### config.mk
export PLATFORM = sky130hd
export DESIGN_NAME = traffic_light
export DESIGN_NICKNAME = d
export VERILOG_FILES = /design/src/rtl/traffic_light_pkg.sv /design/src/rtl/traffic_light.sv
export SDC_FILE = /design/constraint.sdc
export NUM_CORES = 1
export LEC_CHECK = 0
export BUFFER_PORTS_ARGS = -buffer_cell sky130_fd_sc_hd__buf_2
export CAP_MARGIN = 20
export CORE_AREA = 2 2 39 41
export CTS_CLUSTER_DIAMETER = 200
export DETAILED_ROUTE_END_ITERATION = 10
export DIE_AREA = 0 0 41 43
export GPL_ROUTABILITY_DRIVEN = 0
export SYNTH_ARGS = -nofsm -noshare
export SYNTH_HDL_FRONTEND = slang
export SYNTH_SLANG_ARGS = --single-unit
### constraint.sdc
create_clock -name clk -period 4 [get_ports clk]
set_clock_uncertainty 0.1 [all_clocks]
set_input_delay 1 -clock clk [delete_from_list [all_inputs] [get_ports clk]]
set_output_delay 1 -clock clk [all_outputs]
set_load 0.02 [all_outputs]
### src/rtl/traffic_light_pkg.sv
// Shared definitions for the junction controller: state codes, lamp codes,
// default phase durations and the per-state dwell-time lookup.
package traffic_light_pkg;

  localparam logic [2:0] S1 = 3'd0;
  localparam logic [2:0] S2 = 3'd1;
  localparam logic [2:0] S3 = 3'd2;
  localparam logic [2:0] S4 = 3'd3;
  localparam logic [2:0] S5 = 3'd4;
  localparam logic [2:0] S6 = 3'd5;

  localparam logic [2:0] RED    = 3'b100;
  localparam logic [2:0] YELLOW = 3'b010;
  localparam logic [2:0] GREEN  = 3'b001;

  localparam int unsigned T_S1_DEF = 7;
  localparam int unsigned T_S2_DEF = 2;
  localparam int unsigned T_S3_DEF = 5;
  localparam int unsigned T_S4_DEF = 2;
  localparam int unsigned T_S5_DEF = 3;
  localparam int unsigned T_S6_DEF = 2;

  // Illegal states report a dwell of one so they never hold the counter.
  function automatic logic [3:0] dwell_time(
    input logic [2:0] state,
    input logic [3:0] t1,
    input logic [3:0] t2,
    input logic [3:0] t3,
    input logic [3:0] t4,
    input logic [3:0] t5,
    input logic [3:0] t6
  );
    case (state)
      S1:      dwell_time = t1;
      S2:      dwell_time = t2;
      S3:      dwell_time = t3;
      S4:      dwell_time = t4;
      S5:      dwell_time = t5;
      S6:      dwell_time = t6;
      default: dwell_time = 4'd1;
    endcase
  endfunction

endpackage

### src/rtl/traffic_light.sv
// Six-phase Moore controller for a four-signal junction (M1, M2, MT, ST),
// stepping once per 1 Hz clock with a fixed dwell count per phase.
module traffic_light
  import traffic_light_pkg::*;
#(
  parameter int unsigned T_S1 = T_S1_DEF,
  parameter int unsigned T_S2 = T_S2_DEF,
  parameter int unsigned T_S3 = T_S3_DEF,
  parameter int unsigned T_S4 = T_S4_DEF,
  parameter int unsigned T_S5 = T_S5_DEF,
  parameter int unsigned T_S6 = T_S6_DEF
) (
  input  logic       clk,
  input  logic       rst,
  output logic [2:0] light_M1,
  output logic [2:0] light_M2,
  output logic [2:0] light_MT,
  output logic [2:0] light_ST
);

  localparam logic [3:0] T1 = T_S1[3:0];
  localparam logic [3:0] T2 = T_S2[3:0];
  localparam logic [3:0] T3 = T_S3[3:0];
  localparam logic [3:0] T4 = T_S4[3:0];
  localparam logic [3:0] T5 = T_S5[3:0];
  localparam logic [3:0] T6 = T_S6[3:0];

  // Register names ps/count are observed hierarchically by benches.
  logic [2:0] ps;
  logic [3:0] count;
  logic [2:0] ps_d;
  logic [3:0] count_d;
  logic [3:0] t_cur;

  always_ff @(posedge clk or posedge rst) begin
    if (rst) begin
      ps    <= S1;
      count <= 4'd0;
    end else begin
      ps    <= ps_d;
      count <= count_d;
    end
  end

  // >= rather than == so a corrupted count still ends the phase.
  always_comb begin
    t_cur   = dwell_time(ps, T1, T2, T3, T4, T5, T6);
    ps_d    = ps;
    count_d = count + 4'd1;
    if (ps > S6) begin
      ps_d    = S1;
      count_d = 4'd0;
    end else if (count >= (t_cur - 4'd1)) begin
      count_d = 4'd0;
      case (ps)
        S1:      ps_d = S2;
        S2:      ps_d = S3;
        S3:      ps_d = S4;
        S4:      ps_d = S5;
        S5:      ps_d = S6;
        S6:      ps_d = S1;
        default: ps_d = S1;
      endcase
    end else begin
      ps_d    = ps;
      count_d = count + 4'd1;
    end
  end

  always_comb begin
    light_M1 = RED;
    light_M2 = RED;
    light_MT = RED;
    light_ST = RED;
    case (ps)
      S1: begin
        light_M1 = GREEN;
        light_M2 = GREEN;
      end
      S2: begin
        light_M1 = GREEN;
        light_M2 = YELLOW;
      end
      S3: begin
        light_M1 = GREEN;
        light_MT = GREEN;
      end
      S4: begin
        light_M1 = YELLOW;
        light_MT = YELLOW;
      end
      S5:      light_ST = GREEN;
      S6:      light_ST = YELLOW;
      default: light_ST = RED;
    endcase
  end

endmodule

==> flow_summary.ini <==
[outcome]
status = completed

[yosys]
synthAdderAreaFrac = 0.105
seq_area_frac_synth = 0.366
synth_top_family_by_area = simple AND/OR/NAND/NOR gates
synthXorXnorAreaFrac = 0.0366
synth_nets = 56
synth_compound_area_frac = 0.144
synth_simple_gate_area_frac = 0.285
synthMuxAreaShare = 0.0209
yosysTopAreaCellShare = 0.366
synthesis.area_um2 = 478
postSynthAreaPerCell_um2 = 9.56
synth_cell_types = 28
synth_seq_cells = 7
synth_largest_area_cell = dfrtp_1
netlist_instances = 50
yosys_warnings = 0
synth_area_leaders = dfrtp_1 37%, ha_1 10%, or2_2 5.2%, nor3b_1 4.7%, nor2_1 3.9%

[worst_setup_path]
critPathBufInv = 1
critPathTopFamily = flip-flops
critical_path_class = register to output port
cp_data_arrival_time_ns = 1.26
max_stage_delay_ns = 0.45
r2r-start = ps[2]
crit_slowest_cell = dfrtp_1
cp_cell_sequence = or2_2 -> nor2_1 -> buf_2
rr_endpoint = ps[1]
start_kind = register
required_ns = 2.90
reg2reg_slack_ns = 1.87
worstPathMaxFanout = 9
cp-end-kind = output port
reg2reg_depth = 5

[global_routing]
overflow = 0
grt_max_degree = 11
grt_pass1_wl_mm = 1.46
grt_pass1_vias = 321
grt_usage = 0.125
antenna_found_initial = 0

[floorplan]
start_util = 0.345
dieArea_mm2 = 0.00176
coreArea_mm2 = 0.00138
row_count = 14
die_x_um = 41
die_y_um = 43
io-pin-count = 14

[routing]
ant_nets = 0
routed_wl_um = 901
drtIter0Drc = 8
drt-wirelength-per-cell_um = 11.1
detail_route.vias_per_cell = 5.02
first_pass_iters = 4
vias = 407
drc_errors = 0

[timing]
finalHoldViolations = 0
fmax_mhz = 424
tns_ns = 0
finalCriticalPeriod_ns = 2.36
rsz0062_at_grt = false
finalCritPeriodShare = 0.590
slew_violations = 0
final-setup-viol-count = 0

[cts]
cts_hold_buffers = 0
numCtsBuffers = 3
clkTransAtPathRegs_ns = 0.05
post_cts_buffers = 0
ctsRootBufferMaster = clkbuf_4
cts_tree = built
clkLatencyLatePin_ns = 0.24
htree_levels = 1
cts.sinks = 7
cts.repair.resized = 0
clock_path_buffers = 2

[cells_and_area]
num-fill-cells = 141
final_cell_mix = 13 x buf_2, 7 x dfrtp_1, 5 x nor2_1, 4 x or2_2, 4 x ha_1
final_common_cell = buf_2
drive_above_1_share = 0.369
antenna_cells = 0
syn2layout_area_growth_pct = 21.5
fin_nets = 72

[worst_hold_path]
min_to = count[0]
hold_class = register to register
worstHoldStart = count[0]
whs_path_depth = 1

[run]
drv_cap = 0

[placed_design]
dp_hpwl_um = 743
io_buffer_count = 13
[cell families (layout without fill, tap and decap cells)]
group	Yosys count	in the layout
buf+inv	4	19
compound gates	9	9
other cells	1	1
fa+ha+maj	4	4
flops	7	7
simple gates	22	22
mux	1	1
xor+xnor	2	2
[worst register-to-register path: cells and delay by family, from the launching register on]
family	cells	cell delay [ns]
AO/OA/AOI/OAI	1	0.33
adder cells (fa/ha/maj)	1	0.30
flip-flops	1	0.45
AND/OR/NAND/NOR	3	0.83
[final cells by class]
cell class                 instances  area [um2]  share of cell area
multi-input combinational         39         287               0.494
inverter                           2        7.51              0.0129
clock buffer                       4        26.3              0.0453
timing repair buffer              13        65.1               0.112
tap                               16        20.0              0.0345
sequential                         7         175               0.302
[registers in the layout (all words and copies together) (netlist names)]
signal and count:
count 4, ps 3
[stage by stage]
step	hold slack, ns	setup slack, ns	util	cells	cell area (um2)
floorplan	0.365	1.80	-	50	478
global placement	0.402	1.87	0.401	77	554
detailed placement	0.401	1.88	0.401	77	554
CTS	0.407	1.63	0.420	81	581
global route	0.442	1.55	0.420	81	581
finish	0.413	1.64	0.420	81	581
[worst max path at each step]
stage,startpoint,endpoint,slack (ns),depth (start not counted)
after CTS,ps[2],light_M2[0],1.63,3
final,ps[2],light_M2[0],1.64,3
after floorplan,ps[2],light_M2[0],1.80,2
after global placement,ps[2],ps[2],1.87,5
after global routing,ps[0],light_M2[1],1.55,2
after detailed placement,ps[2],ps[1],1.88,5
[per-layer routing]
| layer | vias to the layer above | track usage | wire, um |
|---|---|---|---|
| met2 | 15 | 0.178 | 407 |
| met1 | 184 | 0.161 | 432 |
| met5 | - | 0 | 0 |
| li1 | 208 | - | - |
| met4 | 0 | 0.0600 | 0 |
| met3 | 0 | 0.0471 | 61 |
[synth_stat cells, drive strengths merged]
cell / n
a211oi: 1
a21o: 1
a21oi: 2
and3: 2
and4: 1
buf: 1
clkbuf: 1
conb: 1
dfrtp: 7
ha: 4
inv: 2
mux2i: 1
nand2: 1
nand2b: 2
nand3: 1
nor2: 5
nor3: 2
nor3b: 3
o21a: 1
o21ai: 1
o311a: 1
o311ai: 1
o31ai: 1
or2: 4
or3b: 1
xnor2: 1
xor2: 1
Power is not shown: default switching activity piles up to over one toggle a cycle in this logic, so the estimate is an artifact.
